## config.mk

```make
export PLATFORM = sky130hd
export DESIGN_NAME = mac_operand_loader_flat
export DESIGN_NICKNAME = d
export VERILOG_FILES = /design/src/rtl/mac_operand_loader_pkg.sv /design/src/rtl/mac_operand_loader_if.sv /design/src/rtl/mac_operand_loader_operand_bank.sv /design/src/rtl/mac_operand_loader.sv /design/src/flat_wrapper.sv
export SDC_FILE = /design/constraint.sdc
export NUM_CORES = 1
export LEC_CHECK = 0
export ABC_CLOCK_PERIOD_IN_PS = 1700
export CAP_MARGIN = 20
export CORE_MARGIN = 2
export CORE_UTILIZATION = 50
export DETAILED_ROUTE_END_ITERATION = 10
export DONT_BUFFER_PORTS = 1
export PLACE_DENSITY = 0.68
export SYNTH_ARGS = -nofsm -noshare
export SYNTH_HDL_FRONTEND = slang
export SYNTH_SLANG_ARGS = --single-unit
```

## constraint.sdc

```tcl
create_clock -name clk -period 1.7 [get_ports clk]
set_input_delay 0.255 -clock clk [delete_from_list [all_inputs] [get_ports clk]]
set_output_delay 0.255 -clock clk [all_outputs]
set_load 0.005 [all_outputs]
```

## src/rtl/mac_operand_loader_pkg.sv

```systemverilog
// ---------------------------------------------------------------------------
// mac_operand_loader_pkg
//
// Shared definitions for the MAC operand loader slice.
//   OPND_W   : width of one packed complex operand byte {re[3:0], im[3:0]}
//   RES_W    : width of the MAC result {real[9:0], imag[9:0]}
//   NUM_OPND : operand bytes per frame (x0,y0,x1,y1,x2,y2,x3,y3)
//   IDX_W    : width of the byte index inside a frame
//   TMO_W    : width of the WAIT-phase timeout counter
//   state_t  : loader FSM states ST_FILL, ST_START, ST_WAIT, ST_OUT
//   is_rising: single-cycle rising-edge detect on a level and its registered copy
// ---------------------------------------------------------------------------
package mac_operand_loader_pkg;

    localparam int OPND_W   = 8;
    localparam int RES_W    = 20;
    localparam int NUM_OPND = 8;
    localparam int IDX_W    = 3;
    localparam int TMO_W    = 8;

    typedef enum logic [1:0] {
        ST_FILL  = 2'd0,
        ST_START = 2'd1,
        ST_WAIT  = 2'd2,
        ST_OUT   = 2'd3
    } state_t;

    function automatic logic is_rising(input logic cur, input logic prev);
        return cur & ~prev;
    endfunction

endpackage

```

## src/rtl/mac_operand_loader_if.sv

```systemverilog
// ---------------------------------------------------------------------------
// mac_operand_loader_if
//
// Stream-side bundle of the operand loader: the byte input stream and the
// result output stream, both valid/ready.
//   in_data   : operand byte {re[3:0], im[3:0]}
//   in_valid  : in_data is valid
//   in_ready  : loader accepts a byte this cycle
//   res_data  : captured MAC result {real[9:0], imag[9:0]}
//   res_err   : result came from a timeout (res_data is then 0)
//   res_valid : result is available
//   res_ready : consumer takes the result
// Modports:
//   slave  - the loader's view (consumes bytes, produces results)
//   master - the producer/consumer side driving the loader
// ---------------------------------------------------------------------------
interface mac_operand_loader_if;
    import mac_operand_loader_pkg::*;

    logic [OPND_W-1:0] in_data;
    logic              in_valid;
    logic              in_ready;
    logic [RES_W-1:0]  res_data;
    logic              res_err;
    logic              res_valid;
    logic              res_ready;

    modport slave (
        input  in_data,
        input  in_valid,
        input  res_ready,
        output in_ready,
        output res_data,
        output res_err,
        output res_valid
    );

    modport master (
        output in_data,
        output in_valid,
        output res_ready,
        input  in_ready,
        input  res_data,
        input  res_err,
        input  res_valid
    );

endinterface

```

## src/rtl/mac_operand_loader_operand_bank.sv

```systemverilog
// ---------------------------------------------------------------------------
// operand_bank
//
// Eight operand byte registers loaded one at a time by index. Entry k holds
// frame byte k, so even entries are the x operands and odd entries the y
// operands. Contents only change on a write, which keeps the operands stable
// while the MAC is working.
//   clk  : rising-edge clock
//   rst  : asynchronous active-low clear of all entries
//   we   : write enable
//   idx  : entry written when we=1
//   data : byte written
//   regs : all eight entries, entry k at regs[k]
// ---------------------------------------------------------------------------
module operand_bank
    import mac_operand_loader_pkg::*;
(
    input  logic                                clk,
    input  logic                                rst,
    input  logic                                we,
    input  logic [IDX_W-1:0]                    idx,
    input  logic [OPND_W-1:0]                   data,
    output logic [NUM_OPND-1:0][OPND_W-1:0]     regs
);

    always_ff @(posedge clk or negedge rst) begin
        if (!rst) begin
            regs <= '0;
        end else if (we) begin
            regs[idx] <= data;
        end
    end

endmodule

```

## src/rtl/mac_operand_loader.sv

```systemverilog
// ---------------------------------------------------------------------------
// mac_operand_loader
//
// Front-end sequencer for the complex MAC. Collects eight operand bytes from
// a valid/ready byte stream, pulses mac_start, waits for a rising edge on
// mac_done (or gives up after TIMEOUT wait cycles) and offers the captured
// result on a valid/ready result stream.
//   TIMEOUT   : max WAIT cycles for a mac_done rising edge (4..255)
//   clk       : rising-edge clock
//   rst       : asynchronous active-low reset
//   bus       : byte input stream and result output stream (slave modport)
//   x0..x3    : x operands to the MAC (frame bytes 0,2,4,6)
//   y0..y3    : y operands to the MAC (frame bytes 1,3,5,7)
//   mac_start : one-cycle start pulse to the MAC
//   mac_done  : MAC completion level
//   mac_out   : MAC result {real[9:0], imag[9:0]}
// ---------------------------------------------------------------------------
module mac_operand_loader
    import mac_operand_loader_pkg::*;
#(
    parameter int TIMEOUT = 255
)
(
    input  logic                 clk,
    input  logic                 rst,
    mac_operand_loader_if.slave  bus,
    output logic [OPND_W-1:0]    x0,
    output logic [OPND_W-1:0]    x1,
    output logic [OPND_W-1:0]    x2,
    output logic [OPND_W-1:0]    x3,
    output logic [OPND_W-1:0]    y0,
    output logic [OPND_W-1:0]    y1,
    output logic [OPND_W-1:0]    y2,
    output logic [OPND_W-1:0]    y3,
    output logic                 mac_start,
    input  logic                 mac_done,
    input  logic [RES_W-1:0]     mac_out
);

    localparam logic [TMO_W-1:0] TMO_LAST = TMO_W'(TIMEOUT - 1);
    localparam logic [IDX_W-1:0] IDX_LAST = IDX_W'(NUM_OPND - 1);

    state_t                            state;
    logic [IDX_W-1:0]                  idx;
    logic [TMO_W-1:0]                  tmo;
    logic                              mac_done_q;
    logic                              in_ready_q;
    logic                              res_valid_q;
    logic                              res_err_q;
    logic [RES_W-1:0]                  res_data_q;
    logic                              accept;
    logic                              done_edge;
    logic [NUM_OPND-1:0][OPND_W-1:0]   opnd;

    // in_ready is only ever high in FILL, so the handshake alone is enough
    // to qualify a byte write.
    assign accept    = bus.in_valid & in_ready_q;
    assign done_edge = is_rising(mac_done, mac_done_q);

    operand_bank u_bank (
        .clk  (clk),
        .rst  (rst),
        .we   (accept),
        .idx  (idx),
        .data (bus.in_data),
        .regs (opnd)
    );

    assign x0 = opnd[0];
    assign y0 = opnd[1];
    assign x1 = opnd[2];
    assign y1 = opnd[3];
    assign x2 = opnd[4];
    assign y2 = opnd[5];
    assign x3 = opnd[6];
    assign y3 = opnd[7];

    assign bus.in_ready  = in_ready_q;
    assign bus.res_valid = res_valid_q;
    assign bus.res_err   = res_err_q;
    assign bus.res_data  = res_data_q;

    // Loader FSM. in_ready, res_valid and mac_start are registered copies of
    // the state being entered, so each one lines up with its state register
    // value without any combinational decode on the outputs. in_ready stays
    // low for the first cycle after reset because it only rises on the first
    // clock edge spent in FILL.
    // mac_done_q follows mac_done every cycle, including START, so a done
    // level that is already high when the frame starts never looks like an
    // edge in WAIT.
    // In WAIT the edge check comes before the timeout check so an edge that
    // lands on the last allowed cycle still produces a clean result.
    always_ff @(posedge clk or negedge rst) begin
        if (!rst) begin
            state       <= ST_FILL;
            idx         <= '0;
            tmo         <= '0;
            mac_done_q  <= 1'b0;
            mac_start   <= 1'b0;
            in_ready_q  <= 1'b0;
            res_valid_q <= 1'b0;
            res_err_q   <= 1'b0;
            res_data_q  <= '0;
        end else begin
            mac_done_q <= mac_done;
            mac_start  <= 1'b0;
            case (state)
                ST_FILL: begin
                    in_ready_q <= 1'b1;
                    if (accept) begin
                        if (idx == IDX_LAST) begin
                            idx        <= '0;
                            in_ready_q <= 1'b0;
                            mac_start  <= 1'b1;
                            state      <= ST_START;
                        end else begin
                            idx <= idx + IDX_W'(1);
                        end
                    end
                end
                ST_START: begin
                    tmo   <= '0;
                    state <= ST_WAIT;
                end
                ST_WAIT: begin
                    if (done_edge) begin
                        res_data_q  <= mac_out;
                        res_err_q   <= 1'b0;
                        res_valid_q <= 1'b1;
                        state       <= ST_OUT;
                    end else if (tmo == TMO_LAST) begin
                        res_data_q  <= '0;
                        res_err_q   <= 1'b1;
                        res_valid_q <= 1'b1;
                        state       <= ST_OUT;
                    end else begin
                        tmo <= tmo + TMO_W'(1);
                    end
                end
                ST_OUT: begin
                    if (bus.res_ready) begin
                        res_valid_q <= 1'b0;
                        in_ready_q  <= 1'b1;
                        state       <= ST_FILL;
                    end
                end
                default: begin
                    state <= ST_FILL;
                end
            endcase
        end
    end

endmodule
```

## src/flat_wrapper.sv

```systemverilog
// flat-port wrapper written by rule: the top's interface ports become plain ports
module mac_operand_loader_flat import mac_operand_loader_pkg::*;
#(
    parameter int TIMEOUT = 255
)
  (clk, rst, x0, x1, x2, x3, y0, y1, y2, y3, mac_start, mac_done, mac_out, bus_in_data, bus_in_valid, bus_res_ready, bus_in_ready, bus_res_data, bus_res_err, bus_res_valid);
  mac_operand_loader_if bus_i ();
  input  logic clk;
  input  logic rst;
  output logic [OPND_W-1:0] x0;
  output logic [OPND_W-1:0] x1;
  output logic [OPND_W-1:0] x2;
  output logic [OPND_W-1:0] x3;
  output logic [OPND_W-1:0] y0;
  output logic [OPND_W-1:0] y1;
  output logic [OPND_W-1:0] y2;
  output logic [OPND_W-1:0] y3;
  output logic mac_start;
  input  logic mac_done;
  input  logic [RES_W-1:0] mac_out;
  input wire logic [$bits(bus_i.in_data)-1:0] bus_in_data;
  input wire logic [$bits(bus_i.in_valid)-1:0] bus_in_valid;
  input wire logic [$bits(bus_i.res_ready)-1:0] bus_res_ready;
  output wire logic [$bits(bus_i.in_ready)-1:0] bus_in_ready;
  output wire logic [$bits(bus_i.res_data)-1:0] bus_res_data;
  output wire logic [$bits(bus_i.res_err)-1:0] bus_res_err;
  output wire logic [$bits(bus_i.res_valid)-1:0] bus_res_valid;
  assign bus_i.in_data = bus_in_data;
  assign bus_i.in_valid = bus_in_valid;
  assign bus_i.res_ready = bus_res_ready;
  assign bus_in_ready = bus_i.in_ready;
  assign bus_res_data = bus_i.res_data;
  assign bus_res_err = bus_i.res_err;
  assign bus_res_valid = bus_i.res_valid;
  mac_operand_loader #(.TIMEOUT(TIMEOUT)) u_core (.clk(clk), .rst(rst), .bus(bus_i), .x0(x0), .x1(x1), .x2(x2), .x3(x3), .y0(y0), .y1(y1), .y2(y2), .y3(y3), .mac_start(mac_start), .mac_done(mac_done), .mac_out(mac_out));
endmodule
```

Word level (Yosys, flattened, before mapping):

Cells that the tools add are included.

* output and inout bits: 88
* logic and storage cells: 74
* register bits after elaboration: 102

* mux-type cells: 27
* reduce and logical (&&, ||, !) cells: 12
* magnitude comparators: 2
* eq/ne operators: 11
* add/sub/neg operators: 2
* bitwise operators: 3

Operators with widths (count)
* bitwise mux 64 bit: 1
* two-way mux 20 bit: 2
* demux 8 bit (select 3 bit): 1
* two-way mux 8 bit: 3
* one-hot mux 8 bit (2 select lines): 1
* two-way mux 1 bit: 10
* two-way mux 2 bit: 5
* adder 8 x 1 -> 8 bit, second input constant: 1
* equality test 8 bit, second input constant: 1
* one-hot mux 2 bit (4 select lines): 1
* nonzero test 2 bit: 4
* != test 2 bit, second input constant: 3
* AND reduction 2 bit: 3
* AND reduction 3 bit: 2
* equality test 2 bit, second input constant: 2
* less-than comparator 3 x 4 -> 1 bit, second input constant: 1
* != test 2 x 1 -> 1 bit, second input constant: 2
* one-hot mux 1 bit (2 select lines): 2
* AND reduction 4 bit: 1
* adder 3 x 1 -> 3 bit, second input constant: 1
* equality test 3 bit, second input constant: 1
* >= comparator 3 x 1 -> 1 bit, second input constant: 1
* two-way mux 3 bit: 1
* != test 3 x 1 -> 1 bit, second input constant: 1
* 5 further kinds: 6

Longest topological paths before layout:

Gate-level depths: netlist of the first run.

* depth after elaboration: 5
* mapped depth: 7
* depth with buffers taken out: 6

Hierarchy:

A second synthesis of the first run with hierarchy kept.

* cells, all modules: 287
* area, all modules: 4144.0 sq um

Modules (own cells, without submodules)
* operand_bank: area each 2452.4 sq um, cells each 143, instances 1
* mac_operand_loader: area each 1691.6 sq um, cells each 144, instances 1

Worst setup path after synthesis of the first run:

No wires, ideal clock.

* path type: reg2reg
* start: reg u_core.state[0]
* end: reg u_core.tmo[7]
* required time: 1.634 ns
* setup time: 0.066 ns
* clock period less this slack: 1.649 ns
* arrival time: 1.583 ns
* path slack: 0.051 ns
* cell stages (with the launch flop): 7
* path through: dfrtp_1 inv_1 ha_1 and3b_1 or4b_1 o21ai_1 a22o_1

* word-level cells in the longest chain between the ends: 3

RTL lines
* start: declaration: line mac_operand_loader.sv:43 `state_t state;`
* start signal: assignment: line mac_operand_loader.sv:95 `state <= ST_FILL;`
* start signal: assignment: line mac_operand_loader.sv:115 `state <= ST_START;`
* start signal: assignment: line mac_operand_loader.sv:123 `state <= ST_WAIT;`
* equality test 2 bit or equality test 2 x 1 -> 1 bit (tied branches): line mac_operand_loader.sv:107 `case (state)`
* != test 2 bit (no source line) or nonzero test 2 bit (tied branches)
* AND reduction 3 bit (no source line)
* end signal: assignment: line mac_operand_loader.sv:137 `tmo <= tmo + TMO_W'(1);`
* end: declaration: line mac_operand_loader.sv:45 `logic [TMO_W-1:0] tmo;`

Several ways; a longest one is shown, not always the timed one.
A chain may end at the register's enable or synchronous reset.

Worst setup path in the final report of the first run:

* start: reg u_core.state[1]
* end: reg u_core.tmo[3]

The elaborated chain is that of the path after synthesis.

==> out/metrics.cfg, run 1 <==
[run_status]
outcome = complete, but fails checks
violations = negative hold slack

[logic_synthesis]
async_flop_share_pct = 100.0
synth_top_family_by_area = multiplexers
yosysMostFrequentCell = dfrtp_1
synth_top_area_cell = dfrtp_1
syn_inst = 287
yosysWarnings = 0
synth.distinct_cells = 32
ys_seq_area_share_pct = 62.33
ys.flop_type = dfrtp_1
synthSimpleGateAreaFrac_pct = 6.905
avgSynthCellArea_um2 = 14.27
synth-edff-count = 0
synth_xor_area_share_pct = 0
synth-seq-cells = 102
synth-compound-area-share_pct = 7.424
muxShareOfSynthArea_pct = 18.91
synth_fa_ha_area_share_pct = 2.444
yosysTopAreaCellShare_pct = 62.33
synth_commonest_cells = dfrtp_1 (102), mux2_2 (67), a22o_1 (22)
synth.net_count = 328
syn-cell-area_mm2 = 0.004095
synth.area.top_cells = dfrtp_1 (62%), mux2_2 (18%), a22o_1 (4.7%)

[timing]
fin_crit_sh_pct = 97.45
skew_ns = 0.01191
finalSetupTns_ns = 0
fmax_mhz = 603.6
setup_viol = 0
rsz0062_at_grt = true
tightest_slew_ns = 0.4463
hold_viol_final = 102
finalHoldWorstSlack_ns = -0.4208
slew_headroom_pct = 70.25
period_minus_slack_ns = 1.657
final-max-slew-violation-count = 0

[route]
avgViaCountPerCell = 5.657
wl_per_cell_um = 18.90
post-route-drc-count = 0
ant_nets = 0
num_vias = 2427
wirelength_um = 8106
drt-initial-drc-count = 104
drt-pass1-iter-count = 4

[worst_setup_path]
path_class = flip-flop to flip-flop
critPathTopFamily = simple AND/OR/NAND/NOR gates
required_ns = 1.99
crit_path_cell_trace = inv_2, ha_4, o211ai_1, buf_4, or4_4, nand3_2
crit_slowest_cell = or4_4
regToRegSetupSlack_ns = 0.04
r2r-start = u_core.state[1]
critical_path_buf_inv_count = 2
crit_path_max_incr_delay_ns = 0.48
crit_arrival_ns = 1.95
ff2ff_path_depth = 6
startpoint_type = flip-flop
reg2reg_to = u_core.tmo[3]
cp-end-kind = flip-flop
critPathMaxFanout = 6
crit_start = u_core.state[1]

[place]
dpl-instance-area_mm2 = 0.004423
io_buffers = 0
hpwl_um = 5736
gp_congestion = 0.8207

[cts]
h-tree-depth = 3
ctsLongestPathBuffers = 2
cts.sinks = 102
cts_root_buf = clkbuf_8
ctsHoldBuffers = 1
cts_buffers = 9
path_clk_slew_ns = 0.09
insertion_delay_ns = 0.36
cts_tree = done

[final_layout]
diodes = 0
drive_gt1_share_pct = 39.51
area_growth_pct = 14.33
final_area_mm2 = 0.004682
nNetsFinal = 361

[die]
io_pins = 121
core_area_mm2 = 0.008093
start_util_pct = 50.60
design.die.area_mm2 = 0.008930
chipHeight_um = 94.50
die_x_um = 94.50
core.rowCount = 33

[global_route]
grt_pass1_vias = 2340
grt.total_usage_pct = 18.31
grt_pass1_wl_um = 12300
overflow = 0
antenna_found_initial = 0
grt_start_max_net_pins = 103

[pwr]
ir_worst_vdd_mv = 0.7194
total_power_uw = 8532
p_leak_uw = 0.002123
pwr_density_cell_mw_per_mm2 = 1822

[flow_run]
cap_violations = 0

[min_path]
holdCritPathClass = input pin to async pin

[cell families (layout without fill, tap and decap cells)]
group	count (synthesis)	count (layout)
mux	69	69
compound gates	39	39
simple gates	52	52
fa+ha+maj	8	8
flops	102	102
buf+inv	17	54
[power by group]
group / leakage, uW / total [uW] / internal [uW] / switching [uW]
clock: 0.000100 / 1520 / 718 / 799
sequential: 0.00126 / 4420 / 3530 / 887
combinational: 0.000764 / 2600 / 1570 / 1020
total: 0.00212 / 8530 / 5820 / 2710
[layout by cell type (no fill, tap or decap), types with 3 or more instances in the layout]
master	netlist	layout
nand3_1	12	11
buf_12	0	3
ha_1	8	6
mux2_2	67	67
o21ai_0	6	5
a22o_1	22	22
o211ai_1	3	3
or4_1	4	3
clkbuf_8	0	10
buf_4	0	27
nor2_1	5	5
dfrtp_1	102	102
inv_1	8	6
nand2_1	11	11
nor2_2	6	6
[cell type report]
type	instances	area, um2
Sequential cell	102	2552
Tap cell	105	131.4
Clock inverter	5	58.81
Multi-Input combinational cell	168	1499
Clock buffer	10	137.6
Timing Repair Buffer	31	272.8
Inverter	8	30.03
Fill cell	663	3411
[state kept, by name, indices dropped and copies added (netlist names)]
signal	flops
u_core.state	2
u_core.u_bank.regs	64
u_core.bus.res_valid	1
u_core.mac_start	1
u_core.tmo	8
u_core.bus.res_data	20
u_core.bus.res_err	1
u_core.mac_done_q	1
u_core.bus.in_ready	1
u_core.idx	3
[worst reg2reg max path, cell delays in order (launching register included)]
cell,delay [ns]
dfrtp_1,0.43
inv_2,0.08
ha_4,0.28
o211ai_1,0.09
buf_4,0.16
or4_4,0.48
nand3_2,0.08
[stage by stage]
stage	std cells	util [%]	setup WS [ns]
after global routing	429	57.85	-0.04875
final	429	57.85	0.04336
after floorplan	287	-	0.05061
after detailed placement	411	54.65	-0.02221
after global placement	411	54.65	0.03130
after CTS	427	57.39	-0.002713
[metal layers]
layer	vias up	routed length [um]	global-route usage [%]
met5	-	0	0
met4	0	83	5.435
met3	9	755	7.901
met2	94	3961	29.94
met1	1230	3306	22.13
li1	1094	-	-
[worst max path at each step]
stage / cells after the start / slack, ns / endpoint
after CTS: 6 / -0.003 / u_core.tmo[7]
after global placement: 6 / 0.03 / u_core.tmo[7]
after floorplan: 6 / 0.05 / u_core.tmo[7]
after global routing: 6 / -0.05 / u_core.tmo[3]
after detailed placement: 6 / -0.02 / u_core.tmo[7]
final: 6 / 0.04 / u_core.tmo[3]
[timing repair]
| action | in CTS | in global routing |
|---|---|---|
| setup buffers | 0 | 2 |
| hold endpoints to repair | 103 | 102 |
| endpoints found under the setup margin | 3 | 8 |
| gates resized for setup | 2 | 7 |
| pin swaps | 0 | 9 |
Power figures use the tool's default switching activity.
==> run 2: changes to the inputs <==
==> constraint.sdc (replaced) <==
create_clock -name clk -period 1.7 [get_ports clk]
set_input_delay 0.34 -clock clk [delete_from_list [all_inputs] [get_ports clk]]
set_output_delay 0.34 -clock clk [all_outputs]
set_load 0.005 [all_outputs]
==> results of run 2 <==
Same layout as run 1 (identical final DEF). Status: complete, but fails checks: negative hold slack.
Main changes from that run: hold slack -0.4208 ns -> -0.3358 ns
